$ cat config.mk
export PLATFORM = sky130hd
export DESIGN_NAME = riscv_core_mem_read_arbiter
export DESIGN_NICKNAME = d
export VERILOG_FILES = /design/src/rtl/riscv_core_mem_arb_pkg.sv /design/src/rtl/riscv_core_mem_read_arbiter.sv
export SDC_FILE = /design/constraint.sdc
export NUM_CORES = 1
export LEC_CHECK = 0
export CAP_MARGIN = 25
export CELL_PAD_IN_SITES_DETAIL_PLACEMENT = 1
export CELL_PAD_IN_SITES_GLOBAL_PLACEMENT = 1
export CORE_AREA = 2 2 277 279
export CTS_CLUSTER_SIZE = 40
export DETAILED_ROUTE_END_ITERATION = 12
export DIE_AREA = 0 0 279 281
export PLACE_DENSITY = 0.44
export RECOVER_POWER = 100
export SLEW_MARGIN = 20
export SYNTH_ARGS = -nofsm -noshare
export SYNTH_HDL_FRONTEND = slang
export SYNTH_SLANG_ARGS = --single-unit
export TNS_END_PERCENT = 5
$ cat constraint.sdc
create_clock -name i_clk -period 3.4 [get_ports i_clk]
set_clock_uncertainty 0.2 [all_clocks]
set_input_delay 0.51 -clock i_clk [delete_from_list [all_inputs] [get_ports i_clk]]
set_output_delay 0.51 -clock i_clk [all_outputs]
set_load 0.02 [all_outputs]
$ cat src/rtl/riscv_core_mem_arb_pkg.sv
// Shared types and constants for the I-cache / D-cache refill read arbiter.
// Policy selection is done in the arbiter via macro RISCV_CORE_RD_ARB_RR_EN.
package riscv_core_mem_arb_pkg;

    typedef enum logic [1:0] {
        IDLE     = 2'd0,
        GRANT_IC = 2'd1,
        GRANT_DC = 2'd2,
        RELEASE  = 2'd3
    } arb_state_e;

    typedef enum logic {
        REQ_IC = 1'b0,
        REQ_DC = 1'b1
    } requester_e;

    localparam int unsigned BLOCK_OFFSET_BITS = 5;
    localparam int unsigned DC_CONSEC_WIDTH   = 4;

    function automatic requester_e other_requester(input requester_e r);
        return (r == REQ_IC) ? REQ_DC : REQ_IC;
    endfunction

endpackage

$ cat src/rtl/riscv_core_mem_read_arbiter.sv
// Arbitrates the single AXI read channel between I-cache and D-cache refills.
// Define RISCV_CORE_RD_ARB_RR_EN for round-robin; default is D-cache priority with IC anti-starvation.
module riscv_core_mem_read_arbiter
    import riscv_core_mem_arb_pkg::*;
#(
    parameter int unsigned ADDR_WIDTH     = 64,
    parameter int unsigned AXI_DATA_WIDTH = 256,
    parameter int unsigned MAX_DC_CONSEC  = 4
) (
    input  logic                      i_clk,
    input  logic                      i_rst_n,
    input  logic                      i_ic_read_req,
    input  logic [ADDR_WIDTH-1:0]     i_ic_read_addr,
    output logic                      o_ic_read_done,
    input  logic                      i_dc_read_req,
    input  logic [ADDR_WIDTH-1:0]     i_dc_read_addr,
    output logic                      o_dc_read_done,
    output logic [AXI_DATA_WIDTH-1:0] o_read_data,
    output logic                      o_axi_read_req,
    output logic [ADDR_WIDTH-1:0]     o_axi_read_addr,
    input  logic                      i_axi_read_done,
    input  logic [AXI_DATA_WIDTH-1:0] i_axi_read_data
);

    localparam logic [DC_CONSEC_WIDTH-1:0] DcConsecMax = DC_CONSEC_WIDTH'(MAX_DC_CONSEC);

    arb_state_e                 state_q, state_d;
    logic [ADDR_WIDTH-1:0]      addr_q, addr_d;
    logic [DC_CONSEC_WIDTH-1:0] dc_consec_q, dc_consec_d;
    requester_e                 rr_ptr_q, rr_ptr_d;

    logic       any_req;
    logic       contended;
    logic       grant_en;
    requester_e winner;

    assign any_req   = i_ic_read_req | i_dc_read_req;
    assign contended = i_ic_read_req & i_dc_read_req;
    assign grant_en  = (state_q == IDLE) && any_req;

    // Arbitration policy: picks the winner and advances policy state only when a grant is made.
    always_comb begin
        winner      = REQ_DC;
        rr_ptr_d    = rr_ptr_q;
        dc_consec_d = dc_consec_q;
`ifdef RISCV_CORE_RD_ARB_RR_EN
        dc_consec_d = '0;
        if (contended) begin
            winner = rr_ptr_q;
            if (grant_en) begin
                rr_ptr_d = other_requester(rr_ptr_q);
            end
        end else if (i_ic_read_req) begin
            winner = REQ_IC;
        end
`else
        // IC wins when alone, or when DC has used up its consecutive-grant allowance.
        if (i_ic_read_req && (!i_dc_read_req || (dc_consec_q == DcConsecMax))) begin
            winner = REQ_IC;
        end
        if (grant_en) begin
            if (winner == REQ_IC) begin
                dc_consec_d = '0;
            end else if (i_ic_read_req && (dc_consec_q != DcConsecMax)) begin
                dc_consec_d = dc_consec_q + 1'b1;
            end
        end
`endif
    end

    always_comb begin
        state_d        = state_q;
        addr_d         = addr_q;
        o_axi_read_req = 1'b0;
        o_ic_read_done = 1'b0;
        o_dc_read_done = 1'b0;
        unique case (state_q)
            IDLE: begin
                if (grant_en) begin
                    if (winner == REQ_IC) begin
                        state_d = GRANT_IC;
                        addr_d  = i_ic_read_addr;
                    end else begin
                        state_d = GRANT_DC;
                        addr_d  = i_dc_read_addr;
                    end
                end
            end
            GRANT_IC: begin
                o_axi_read_req = !i_axi_read_done;
                if (i_axi_read_done) begin
                    // An abandoned refill still completes on AXI but is not reported.
                    o_ic_read_done = i_ic_read_req;
                    state_d        = RELEASE;
                end
            end
            GRANT_DC: begin
                o_axi_read_req = !i_axi_read_done;
                if (i_axi_read_done) begin
                    o_dc_read_done = i_dc_read_req;
                    state_d        = RELEASE;
                end
            end
            RELEASE: begin
                state_d = IDLE;
            end
            default: begin
                state_d = IDLE;
            end
        endcase
    end

    assign o_axi_read_addr = addr_q;
    assign o_read_data     = i_axi_read_data;

    always_ff @(posedge i_clk or negedge i_rst_n) begin
        if (!i_rst_n) begin
            state_q     <= IDLE;
            addr_q      <= '0;
            dc_consec_q <= '0;
            rr_ptr_q    <= REQ_DC;
        end else begin
            state_q     <= state_d;
            addr_q      <= addr_d;
            dc_consec_q <= dc_consec_d;
            rr_ptr_q    <= rr_ptr_d;
        end
    end

`ifndef SYNTHESIS
    done_exclusive_a : assert property (@(posedge i_clk) disable iff (!i_rst_n)
        !(o_ic_read_done && o_dc_read_done));

    consec_bound_a : assert property (@(posedge i_clk) disable iff (!i_rst_n)
        dc_consec_q <= DcConsecMax);

    ic_done_owner_a : assert property (@(posedge i_clk) disable iff (!i_rst_n)
        o_ic_read_done |-> (state_q == GRANT_IC));

    dc_done_owner_a : assert property (@(posedge i_clk) disable iff (!i_rst_n)
        o_dc_read_done |-> (state_q == GRANT_DC));
`endif

endmodule

==> out/qor.yml <==
crit_type: "flop to flop"
grt_util_all_layers: 0.0664
start_util: 0.0736
slew_headroom: -0.0926
num_rows: 101
cpMaxStageDelayCell: "clkbuf_4"
vdd_ir_drop_max_mv: 0.225
synth-edff-count: 0
antenna_found_initial: 1
rsz0062_at_grt: "no"
worst_ep_arrival_time_ns: 2.89
avgSynthCellArea_sq_um: 8.28
ant_nets: 0
synthTopCellsByArea: "buf_4, dfrtp_1, nand2_1"
switching_share: 0.442
syn_area_sq_um: 5560
die_w_um: 279
htreeDepth: 3
synthArstFlopShare: 1.00
grt_start_max_net_pins: 65
fin_crit_ns: 2.80
dp_cells: 1559
hpwlAfterDp_mm: 18.7
cts_tree: "built"
violations: "max-capacitance violations, max-slew violations"
grt_pass1_wl_mm: 36.7
path_delay_family: "buffers and inverters"
numCtsBuffers: 9
crit_buf_inv: 2
vias_per_cell: 2.85
slowest_delay_ns: 0.63
netlist_top_cells_count: "buf_4, nand2_1, dfrtp_1"
hold_class: "flop to flop"
place.gp.congestion: 0.655
ios: 712
synth-seq-cells: 70
ys_warn_count: 0
die_area_sq_um: 78400
cp.required_ns: 3.49
final_hold_viol_count: 0
power_density_nw_per_um2: 730
timing.fmax_ghz: 0.357
layout-drive-gt1-share: 0.0518
wl_per_cell_um: 16.9
startpoint_type: "flop"
num_vias: 4499
outcome: "finished, violations left"
netlist.area_leader.share: 0.349
syn_inst: 671
cap_viol_max_count: 1
fin_crit_sh: 0.824
drt_iter0_drc: 115
path_max_fanout: 41
seqPwrFrac: 0.275
ys_types: 30
crit_chain: "inv_1, ha_1, o21a_4, clkbuf_4, nand2_1, o211ai_1"
final_nets: 987
maxSlewViolCount: 58
seq_area_frac_synth: 0.315
root_buffer: "clkbuf_16"
combPwrFrac: 0.499
drt_pass1_iterations: 4
grt_overflow: 0
p_int_mw: 2.89
utilization: 0.0941
area.growth.synth_to_final_pct: 27.8
grt_pass1_vias: 4915
holdWs_ns: 0.293
clkTransAtPathRegs_ns: 0.08
coreArea_sq_um: 75400
die_h_um: 281
crit_path_end_kind: "flop"
io_buffers: 199
wl_mm: 26.6
worst_pin_slew_ns: 1.64
clk_latency_ns: 0.38
cts.sinks: 70
tns_ns: 0
synthMostInstantiatedCell: "buf_4"
syn-num-nets: 1065
yosys.area.top_type: "buf_4"
ys.flop_type: "dfrtp_1"
n_antenna_cell: 0
setup_viol: 0
fill_cells: 8903
leakage_nw: 2.47
p_switching_mw: 2.29
pwr-share-clk: 0.225
max-clock-path-buffers: 2
drc_errors: 0
instances_no_fill: 1576
[cell type report]
cell class,count,area (sq um),area share
clock inverters,7,97.6,0.0137
repair buffers,210,2100,0.296
well taps,978,1220,0.172
multi-input cells,293,1660,0.234
clock buffers,9,225,0.0317
inverters,9,33.8,0.00476
flip-flops and latches,70,1750,0.247
[cells in the final DEF, fill, tap and decap left out, drive strengths merged, types with 2 or more instances in the layout]
cell           netlist  final
clkinvlp             0      2
a31oi                2      2
clkinv               0      2
nand2b               3      3
inv                  9     10
buf                283      9
bufinv               0      2
o21ai                2      2
clkdlybuf4s50        0    130
dlygate4sd3          0     68
nand2              133    133
clkbuf              16     12
ha                   5      5
dfrtp               70     70
nand4               66     66
and3                 2      2
o211ai              65     65
[worst reg2reg max path, cell delays in order (launching register included)]
cell	delay [ns]
dfrtp_1	0.41
inv_1	0.09
ha_1	0.56
o21a_4	0.46
clkbuf_4	0.63
nand2_1	0.17
o211ai_1	0.20
[through the flow]
step / instance area [sq um] / setup slack, ns / total power [mW]
detailed placement: 6800 / 0.765 / 4.29
finish: 7100 / 0.599 / 5.18
global placement: 6800 / 0.842 / 4.23
global route: 7100 / 0.309 / 5.60
CTS: 7130 / 0.677 / 5.56
floorplan: 5560 / 1.38 / 3.28
[path summary, 6_finish.rpt]
kind	start	endpoint	slack (ns)	cells after the start
min reg2reg	o_axi_read_addr[17]	o_axi_read_addr[17]	0.29	2
min	o_axi_read_addr[17]	o_axi_read_addr[17]	0.29	2
min in group asynchronous	i_rst_n	o_axi_read_addr[10]	0.68	2
max in group asynchronous	i_rst_n	dc_consec_q[2]	1.46	3
max reg2reg	state_q[1]	o_axi_read_addr[14]	0.60	6
max	state_q[1]	o_axi_read_addr[14]	0.60	6
[logic make-up (layout without fill, tap and decap cells)]
logic type / Yosys count / after routing / synth area share
adders and majority gates: 5 / 5 / 0.0113
and+or+nand+nor: 210 / 210 / 0.178
DFF: 70 / 70 / 0.315
buffers and inverters: 308 / 235 / 0.388
muxes: 1 / 1 / 0.00180
AOI/OAI and AO/OA: 77 / 77 / 0.106
[state kept, by name, summed over array words and instances (netlist names)]
name and count:
dc_consec_q 4, o_axi_read_addr 64, state_q 2
[power by group through the flow]
stage | sequential, mW | combinational, mW | clock (mW)
final | 1.43 | 2.59 | 1.17
after global routing | 1.49 | 2.83 | 1.29
after CTS | 1.45 | 2.84 | 1.27
after detailed placement | 1.47 | 2.82 | 0
after global placement | 1.46 | 2.78 | 0
after floorplan | 1.85 | 1.43 | 0
[repair_timing]
action                                  in CTS  in global routing
gates resized for setup                      0                  0
hold endpoints to repair                    31                  0
setup buffers                                0                  0
hold buffers                                 1                  0
endpoints found under the setup margin       0                  0
[per-layer routing]
metal | share of wire | global-route usage
met5 | 0.0027 | 0.00750
met4 | 0.089 | 0.0611
met3 | 0.14 | 0.0441
met2 | 0.44 | 0.101
met1 | 0.33 | 0.0591
Note: power is estimated with default switching activity, not from simulation.
